### src/rtl/rgb_switch_conditioner_pkg.sv
// Shared constants for the VGA text-generator colour path.
//   RGB_W       : width of the {R,G,B} colour select
//   DEFAULT_RGB : colour shown after reset until the first frame latch (white)
// VGA timing constants stay with the timing generator and are not needed here.
package rgb_switch_conditioner_pkg;

  localparam int unsigned RGB_W = 3;
  localparam logic [RGB_W-1:0] DEFAULT_RGB = 3'b111;

endpackage

### src/rtl/rgb_switch_conditioner_sw_debounce.sv
// sw_debounce: one switch bit, synchronised then debounced.
// Ports:
//   clk    in  system clock
//   reset  in  synchronous active-high reset
//   raw    in  asynchronous switch bit
//   stable out debounced bit
// A new level is accepted DB_CYCLES cycles after it first appears at the
// synchroniser output; any shorter excursion is discarded.
module rgb_switch_conditioner_sw_debounce #(
  parameter int unsigned SYNC_STAGES = 2,
  parameter int unsigned DB_CYCLES   = 1000000,
  parameter int unsigned CNT_W       = 20
) (
  input  logic clk,
  input  logic reset,
  input  logic raw,
  output logic stable
);

  localparam logic [CNT_W-1:0] CntLast = CNT_W'(DB_CYCLES - 1);

  logic [SYNC_STAGES-1:0] sync_q;
  logic [CNT_W-1:0]       cnt_q, cnt_d;
  logic                   stable_q, stable_d;
  logic                   sync_bit;

  assign sync_bit = sync_q[SYNC_STAGES-1];

  always_comb begin
    cnt_d    = cnt_q;
    stable_d = stable_q;
    if (sync_bit == stable_q) begin
      cnt_d = '0;
    end else if (cnt_q == CntLast) begin
      stable_d = sync_bit;
      cnt_d    = '0;
    end else begin
      cnt_d = cnt_q + CNT_W'(1);
    end
  end

  always_ff @(posedge clk) begin
    if (reset) begin
      sync_q   <= '0;
      cnt_q    <= '0;
      stable_q <= 1'b0;
    end else begin
      sync_q   <= {sync_q[SYNC_STAGES-2:0], raw};
      cnt_q    <= cnt_d;
      stable_q <= stable_d;
    end
  end

  assign stable = stable_q;

endmodule

### src/rtl/rgb_switch_conditioner.sv
// rgb_switch_conditioner: conditions the three board colour switches for the
// VGA text generator and applies a new colour only at the start of vsync.
// Ports:
//   clk        in   system clock (only clock)
//   reset      in   synchronous active-high reset
//   sw_raw     in   asynchronous switches {R,G,B}
//   vsync      in   active-low vertical sync, clk domain
//   sw_stable  out  debounced switch value
//   frame_tick out  1-cycle pulse per vsync falling edge
//   rgb_sel    out  frame-aligned colour select
// Optional feature: define RGB_BLINK_EN to blank rgb_sel every other
// BLINK_FRAMES-frame period.
module rgb_switch_conditioner
  import rgb_switch_conditioner_pkg::*;
#(
  parameter int unsigned SYNC_STAGES  = 2,
  parameter int unsigned DB_CYCLES    = 1000000,
  parameter int unsigned CNT_W        = 20,
  parameter int unsigned BLINK_FRAMES = 30
) (
  input  logic             clk,
  input  logic             reset,
  input  logic [RGB_W-1:0] sw_raw,
  input  logic             vsync,
  output logic [RGB_W-1:0] sw_stable,
  output logic             frame_tick,
  output logic [RGB_W-1:0] rgb_sel
);

  // Elaboration-time parameter sanity checks.
  if (SYNC_STAGES < 2) begin : g_bad_sync
    $error("SYNC_STAGES must be at least 2");
  end
  if (DB_CYCLES < 1 || 64'(DB_CYCLES) >= (64'd1 << CNT_W)) begin : g_bad_db
    $error("DB_CYCLES must be in 1 .. 2**CNT_W-1");
  end
  if (BLINK_FRAMES < 1) begin : g_bad_blink
    $error("BLINK_FRAMES must be at least 1");
  end

  for (genvar i = 0; i < RGB_W; i++) begin : g_db
    rgb_switch_conditioner_sw_debounce #(
      .SYNC_STAGES (SYNC_STAGES),
      .DB_CYCLES   (DB_CYCLES),
      .CNT_W       (CNT_W)
    ) u_sw_debounce (
      .clk    (clk),
      .reset  (reset),
      .raw    (sw_raw[i]),
      .stable (sw_stable[i])
    );
  end

  logic             vsync_q;
  logic             frame_tick_q;
  logic             frame_edge;
  logic [RGB_W-1:0] snap_q, snap_d;
  logic [RGB_W-1:0] latch_q, latch_d;

  // The switch value is snapshotted on the edge that detects the vsync fall,
  // before any debounce acceptance on that same edge can be seen, so a
  // coincident acceptance waits for the next frame.
  always_comb begin
    frame_edge = vsync_q & ~vsync;
    snap_d     = frame_edge ? sw_stable : snap_q;
    latch_d    = frame_tick_q ? snap_q : latch_q;
  end

  always_ff @(posedge clk) begin
    if (reset) begin
      vsync_q      <= 1'b1;
      frame_tick_q <= 1'b0;
      snap_q       <= DEFAULT_RGB;
      latch_q      <= DEFAULT_RGB;
    end else begin
      vsync_q      <= vsync;
      frame_tick_q <= frame_edge;
      snap_q       <= snap_d;
      latch_q      <= latch_d;
    end
  end

  assign frame_tick = frame_tick_q;

`ifdef RGB_BLINK_EN
  localparam int unsigned FcW = (BLINK_FRAMES > 1) ? $clog2(BLINK_FRAMES) : 1;
  localparam logic [FcW-1:0] FcLast = FcW'(BLINK_FRAMES - 1);

  logic [FcW-1:0] frame_cnt_q;
  logic           blink_phase_q;

  always_ff @(posedge clk) begin
    if (reset) begin
      frame_cnt_q   <= '0;
      blink_phase_q <= 1'b0;
    end else if (frame_tick_q) begin
      if (frame_cnt_q == FcLast) begin
        frame_cnt_q   <= '0;
        blink_phase_q <= ~blink_phase_q;
      end else begin
        frame_cnt_q <= frame_cnt_q + FcW'(1);
      end
    end
  end

  assign rgb_sel = blink_phase_q ? '0 : latch_q;
`else
  assign rgb_sel = latch_q;
`endif

endmodule

### config.mk
export PLATFORM = sky130hd
export DESIGN_NAME = rgb_switch_conditioner
export DESIGN_NICKNAME = d
export VERILOG_FILES = /design/src/rtl/rgb_switch_conditioner_pkg.sv /design/src/rtl/rgb_switch_conditioner_sw_debounce.sv /design/src/rtl/rgb_switch_conditioner.sv
export SDC_FILE = /design/constraint.sdc
export NUM_CORES = 1
export LEC_CHECK = 0
export CORE_MARGIN = 2
export CORE_UTILIZATION = 56
export CTS_CLUSTER_SIZE = 30
export DETAILED_ROUTE_END_ITERATION = 10
export GPL_ROUTABILITY_DRIVEN = 0
export GPL_TIMING_DRIVEN = 1
export PLACE_DENSITY = 0.74
export SLEW_MARGIN = 10
export SYNTH_ARGS = -nofsm -noshare
export SYNTH_HDL_FRONTEND = slang
export SYNTH_HIERARCHICAL = 1
export SYNTH_SLANG_ARGS = --single-unit
### constraint.sdc
create_clock -name clk -period 3.4 [get_ports clk]
set_clock_uncertainty 0.2 [all_clocks]
set_input_delay 0.34 -clock clk [delete_from_list [all_inputs] [get_ports clk]]
set_output_delay 0.34 -clock clk [all_outputs]
set_load 0.005 [all_outputs]
==> metrics.md, run 1 <==
| Metric | Value |
|---|---|
| Status | `completed` |
| DRT antenna net count | `0` |
| Reg2reg end | `g_db[2].u_sw_debounce/cnt_q[18]` |
| Worst vdd ir | `318 µV` |
| Routed vias/inst | `5.40` |
| Detailed Route WL | `5.64 mm` |
| Synth-to-layout area growth | `11.2%` |
| Critical path type | `flop to flop` |
| Die H | `81.4 µm` |
| Pwr Total | `1690 µW` |
| Top cells by area, synth | `dfxtp_1, xnor2_1, nor2_1, or3_1, a21oi_1` |
| Latest clock arrival within the worst-skew pair | `0.34 ns` |
| DR DRC count | `0` |
| WP data arrival | `2.35 ns` |
| Drt wl/cell | `12.2 µm` |
| Flops & latches, synth | `77` |
| Syn Inst Count | `372` |
| H-tree levels | `3` |
| GRT overflow | `0` |
| Setup_tns | `0 ns` |
| Largest net degree at the start of global routing | `20` |
| Clock-pin slew on the worst setup and hold paths | `0.07 ns` |
| WP data required | `3.47 ns` |
| Count leader, synth | `dfxtp_1` |
| Syn Nets | `381` |
| CTS tree | `done` |
| Fin crit share | `67.0%` |
| Reg-to-reg startpoint | `g_db[2].u_sw_debounce/cnt_q[0]` |
| Num CTS Buffers | `9` |
| Slew Limit Fails | `0` |
| Worst Hold Class | `flop to flop` |
| Min-Delay Startpoint | `g_db[0].u_sw_debounce/sync_q[0]` |
| Least-Margin Pin Slew | `0.797 ns` |
| Vias in the first global route | `2,220` |
| Min cycle time layout | `2.28 ns` |
| Seq/Total Area, Yosys | `46.0%` |
| 1st-iter DRT viols | `165` |
| Die width | `81.4 µm` |
| Leakage | `0.00112 µW` |
| Sink Count | `77` |
| EDFF count, synth | `0` |
| Final nets | `392` |
| Reg2reg path depth | `5` |
| Mean Syn Cell Area | `9.01 µm²` |
| Dominant cell type by area after synthesis | `dfxtp_1` |
| Worst hold slack | `0.247 ns` |
| Final count of negative-setup-slack endpoints | `0` |
| CTS Hold Bufs | `0` |
| Initial antenna violation count | `0` |
| Hold EP | `g_db[0].u_sw_debounce/sync_q[1]` |
| Core area | `5850 µm²` |
| Mapped cell area | `3350 µm²` |
| Final Hold Violating Endpoints | `0` |
| Fmax | `439 MHz` |
| Final core utilization | `63.7%` |
| Final worst setup slack | `1.12 ns` |
| Top Ports | `13` |
| Layout cells sized above 1 | `11.4%` |
| Max Root-Sink Buffers | `2` |
| Die Area | `6620 µm²` |
| Root Buffer | `clkbuf_8` |
| Synth async-reset ratio | `0%` |
| DP Wirelength | `4.00 mm` |
| Place WS | `1.14 ns` |
| Library cells used by synthesis | `37` |
| Num rows | `28` |
| Routed vias | `2,493` |
| Maxcap violations | `0` |
| Hold depth | `1` |
| Post-synth top area share | `46.0%` |
| Post-CTS Setup Bufs | `0` |
| Rel. slew slack | `46.9%` |
| Reg2reg setup slack | `1.12 ns` |
| Yosys warning total | `6` |
| RSZ-0062 raised after global routing | `no` |
| # diodes | `0` |
| Prevailing post-synth register cell | `dfxtp_1` |
| Crit Path Max Fanout | `7` |
| Power per cell area | `453 nW/µm²` |
| Crit path launch type | `flop` |
| DR pass1 iterations | `4` |
| CTS resizes | `0` |
| First-pass GRT wire length | `9.74 mm` |
| Commonest cells in the synthesized netlist | `dfxtp_1, nor2_1, xnor2_1` |
| Starting density of the core | `57.3%` |
| Total track usage | `19.1%` |
| Number of port buffers | `12` |
| Worst setup EP type | `flop` |
==> layer usage <==
layer  vias to the layer above  share of wire [%]  track usage (%)
met4                         0                2.2             10.2
met2                        34                 46             30.6
met3                        10                2.9             4.22
met5                         -                  0                0
met1                      1141                 49             23.9
li1                       1308                  -                -
==> metrics by stage <==
step                      instance area, µm²  cells
after floorplan                         3350    372
after global placement                  3510    447
after detailed placement                3510    447
final                                   3730    462
after CTS                               3730    462
after global routing                    3730    462
==> where the power goes <==
group	total (µW)	switching (µW)	internal (µW)
Combinational	41.3	19.1	22.2
Sequential	919	6.53	913
Clock	729	303	425
==> cell usage in the layout, fill, tap and decap left out, types with 12 or more instances in the layout <==
cell and instances:
nor3_1 15, xnor2_1 27, a21oi_1 18, o21ai_0 15, inv_1 15, dfxtp_1 77, clkdlybuf4s50_1 12, or3_1 15
nor2_1 51, nand2_1 21, nand3_1 12
==> kinds of logic after synthesis <==
| family | share of synthesized area, % |
|---|---|
| fa+ha+maj | 1.12 |
| compound gates | 10.2 |
| simple gates | 28.9 |
| buf+inv | 3.47 |
| mux | 0.896 |
| flops | 46.0 |
| xor+xnor | 9.41 |
==> state kept, by name, indices dropped and copies added (netlist names) <==
signal and count:
frame_tick 1, g_db.u_sw_debounce/cnt_q 60, g_db.u_sw_debounce/stable 3, g_db.u_sw_debounce/sync_q 6, rgb_sel 3, snap_q 3
vsync_q 1
==> worst max-delay path: stages (launching register included) <==
cell,delay (ns)
dfxtp_1,0.37
ha_1,0.23
nand2_2,0.09
or4_1,0.66
or4_4,0.53
a21oi_2,0.13
==> area by class of cell <==
cell class	count	area, µm²
clock buffers	10	138
clock inverters	5	75.1
fillers	519	2120
inverters	15	56.3
multi-input cells	267	1690
flip-flops and latches	77	1540
well taps	75	93.8
repair buffers	13	128
==> how the worst max path moves through the flow <==
stage | start | endpoint | slack [ns]
after detailed placement | g_db[2].u_sw_debounce/cnt_q[0] | g_db[2].u_sw_debounce/cnt_q[18] | 1.14
after global placement | g_db[2].u_sw_debounce/cnt_q[0] | g_db[2].u_sw_debounce/cnt_q[18] | 1.18
after global routing | g_db[1].u_sw_debounce/cnt_q[0] | g_db[1].u_sw_debounce/cnt_q[14] | 0.98
final | g_db[2].u_sw_debounce/cnt_q[0] | g_db[2].u_sw_debounce/cnt_q[18] | 1.12
after floorplan | g_db[0].u_sw_debounce/cnt_q[0] | g_db[0].u_sw_debounce/cnt_q[18] | 1.25
after CTS | g_db[2].u_sw_debounce/cnt_q[0] | g_db[2].u_sw_debounce/cnt_q[18] | 1.12
No activity file was read; power rests on OpenSTA's default activity.
==> run 2: changes to the inputs <==
--- a/config.mk
+++ b/config.mk
@@ -6,12 +6,12 @@
 export NUM_CORES = 1
 export LEC_CHECK = 0
 export CORE_MARGIN = 2
-export CORE_UTILIZATION = 56
+export CORE_UTILIZATION = 54
 export CTS_CLUSTER_SIZE = 30
 export DETAILED_ROUTE_END_ITERATION = 10
 export GPL_ROUTABILITY_DRIVEN = 0
 export GPL_TIMING_DRIVEN = 1
-export PLACE_DENSITY = 0.74
+export PLACE_DENSITY = 0.75
 export SLEW_MARGIN = 10
 export SYNTH_ARGS = -nofsm -noshare
 export SYNTH_HDL_FRONTEND = slang
==> constraint.sdc (replaced) <==
create_clock -name clk -period 1.85 [get_ports clk]
set_clock_uncertainty 0.2 [all_clocks]
set_input_delay 0.185 -clock clk [delete_from_list [all_inputs] [get_ports clk]]
set_output_delay 0.185 -clock clk [all_outputs]
set_load 0.005 [all_outputs]
==> run 2 against run 1 <==
The flow now finishes with violations (negative setup slack). Clock power is 50% higher. Clock-buffer cell count up 3. Sequential share of layout area fell by 5.8 points. Via count grew 15%. Fmax is 19% higher. Utilization rose by 11 points. Cell area rose by 20%. Cell count rose by 15%. Global-route usage rose by 3.4 points. Die area rose by 3.5%. Largest power group unchanged.
==> metrics.md, run 2 (synthesized netlist as in run 1, its figures left out) <==
| Metric | Value |
|---|---|
| First-pass GRT wire length | `11.7 mm (+20%)` |
| Hold EP | `g_db[2].u_sw_debounce/sync_q[0]` |
| Latest clock arrival within the worst-skew pair | `0.35 ns (about the same)` |
| Slowest CP cell | `or4_4` |
| Fill count | `418 (-19%)` |
| WP data arrival | `1.99 ns (-0.36 ns)` |
| Max FFs per register | `60 (unchanged)` |
| Worst path most repeated cell | `or4_4` |
| Reg2reg setup slack | `-0.06 ns (-1.18 ns)` |
| Commonest non-fill, non-tap cell in the layout | `buf_4` |
| Largest registers | `g_db.u_sw_debounce/cnt_q: 60 flops, g_db.u_sw_debounce/sync_q: 6 flops` |
| Initial antenna violation count | `0 (unchanged)` |
| Total track usage | `22.5% (+3.4 points)` |
| Levels on crit path | `4 (-1)` |
| Die width | `82.8 µm (+1.7%)` |
| Final Hold Violating Endpoints | `0 (unchanged)` |
| RSZ-0062 raised after global routing | `yes` |
| DR pass1 iterations | `4 (unchanged)` |
| Reg2reg path depth | `4 (-1)` |
| DRT antenna net count | `0 (unchanged)` |
| Clock-pin slew on the worst setup and hold paths | `0.08 ns (about the same)` |
| Die Area | `6850 µm² (+3.5%)` |
| Max Root-Sink Buffers | `2 (unchanged)` |
| Crit Path Max Fanout | `5 (-2)` |
| Root Buffer | `clkbuf_8` |
| Vias in the first global route | `2,690 (+21%)` |
| DR DRC count | `0 (unchanged)` |
| # diodes | `0 (unchanged)` |
| H-tree levels | `3 (unchanged)` |
| Crit path launch type | `flop` |
| Status | `finished with violations` |
| Least-Margin Pin Slew | `0.342 ns (-0.455 ns)` |
| CP peak stage delay | `0.56 ns (-0.10 ns)` |
| Worst path cell trace | `nand4_4 -> or4_4 -> or4_4 -> a21oi_2` |
| Final count of negative-setup-slack endpoints | `6 (+6)` |
| DP Wirelength | `4.87 mm (+22%)` |
| Slew Limit Fails | `0 (unchanged)` |
| Number of port buffers | `12 (unchanged)` |
| Die H | `82.8 µm (+1.7%)` |
| Pwr Total | `2860 µW (+69%)` |
| Worst setup EP type | `flop` |
| GRT overflow | `0 (unchanged)` |
| Reg-to-reg startpoint | `g_db[2].u_sw_debounce/cnt_q[3]` |
| Worst hold slack | `0.189 ns (-0.0577 ns)` |
| 1st-iter DRT viols | `103 (-38%)` |
| Min-Delay Startpoint | `sw_raw[2]` |
| WP buf/inv | `0 (unchanged)` |
| Core area | `5960 µm² (+1.8%)` |
| Maxcap violations | `0 (unchanged)` |
| Rel. slew slack | `77.0% (+30 points)` |
| Routed vias/inst | `5.39 (about the same)` |
| Sink Count | `77 (unchanged)` |
| CTS Hold Bufs | `0 (unchanged)` |
| Reg2reg end | `g_db[2].u_sw_debounce/cnt_q[18]` |
| Drt wl/cell | `13.8 µm (+13%)` |
| Detailed Route WL | `7.30 mm (+29%)` |
| Largest Register | `g_db.u_sw_debounce/cnt_q` |
| Num rows | `28 (unchanged)` |
| Synth-to-layout area growth | `33.0%` |
| Power per cell area | `642 nW/µm² (+42%)` |
| Final nets | `460 (+17%)` |
| Num CTS Buffers | `9 (unchanged)` |
| Hold depth | `2 (+1)` |
| Final worst setup slack | `-0.0552 ns (-1.18 ns)` |
| Fin crit share | `103% (+36 points)` |
| Worst vdd ir | `687 µV (+120%)` |
| Layout cells sized above 1 | `35.8% (+24 points)` |
| Routed vias | `2,859 (+15%)` |
| Critical path type | `flop to flop` |
| Top Ports | `13 (unchanged)` |
| Top delay family on crit path | `simple AND/OR/NAND/NOR gates` |
| Min cycle time layout | `1.91 ns (-0.371 ns)` |
| Leakage | `0.00147 µW (+32%)` |
| Largest net degree at the start of global routing | `20 (unchanged)` |
| Starting density of the core | `56.3% (-1.0 points)` |
| Fmax | `525 MHz (+19%)` |
| Failing checks | `negative setup slack` |
| Commonest cells after routing, fill and taps aside | `buf_4, dfxtp_1, nor2_1` |
| Worst Hold Class | `primary input to flop` |
| WP data required | `1.94 ns (-1.53 ns)` |
| CTS tree | `done` |
[run 2: what timing repair did]
action                                  in CTS  in global routing
gates resized for setup                     10                 28
endpoints found under the setup margin      16                 60
buffers inserted                             3                  9
pin swaps                                    5                 23
endpoints found under the hold margin        0                  0
cloned                                       0                  0
[run 2: how the worst max path moves through the flow]
stage	to	from
after detailed placement	g_db[0].u_sw_debounce/cnt_q[19]	g_db[0].u_sw_debounce/cnt_q[4]
after global routing	g_db[2].u_sw_debounce/cnt_q[18]	g_db[2].u_sw_debounce/cnt_q[3]
after CTS	g_db[0].u_sw_debounce/cnt_q[18]	g_db[0].u_sw_debounce/cnt_q[4]
after floorplan	g_db[0].u_sw_debounce/cnt_q[18]	g_db[0].u_sw_debounce/cnt_q[4]
after global placement	g_db[0].u_sw_debounce/cnt_q[19]	g_db[0].u_sw_debounce/cnt_q[4]
final	g_db[2].u_sw_debounce/cnt_q[18]	g_db[2].u_sw_debounce/cnt_q[3]
[run 2: stage by stage]
stage,cell area [µm²],setup WS [ns],setup TNS (ns),util (%),instances
floorplan,3460,-0.130,-1.78,-,372
global placement,4050,-0.0452,-0.228,67.9,503
detailed placement,4050,-0.0911,-0.618,67.9,503
CTS,4280,-0.0676,-0.183,71.9,521
global route,4460,-0.101,-0.825,74.9,530
finish,4460,-0.0552,-0.192,74.9,530
[run 2: layout make-up]
cell class / count / area [µm²] / share of cell area, %
clock buffer: 13 / 149 / 3.34
clock inverter: 2 / 10.0 / 0.224
inverter: 15 / 56.3 / 1.26
multi-input combinational: 267 / 1890 / 42.3
sequential: 77 / 1590 / 35.5
tap: 75 / 93.8 / 2.10
timing repair buffer: 81 / 679 / 15.2
[run 2: power by group]
| group | total [µW] | leakage, µW | switching [µW] | internal, µW |
|---|---|---|---|---|
| combinational | 91.2 | 0.000754 | 40.2 | 51.0 |
| sequential | 1680 | 0.000638 | 13.4 | 1670 |
| clock | 1090 | 0.0000833 | 572 | 514 |
| total | 2860 | 0.00147 | 626 | 2240 |
[run 2: metal layers]
layer	routed length, µm	global-route usage [%]	vias to the layer above
li1	-	-	1438
met1	3410	27.8	1372
met2	3610	37.6	40
met3	168	5.63	9
met4	111	9.02	0
met5	0	0	-
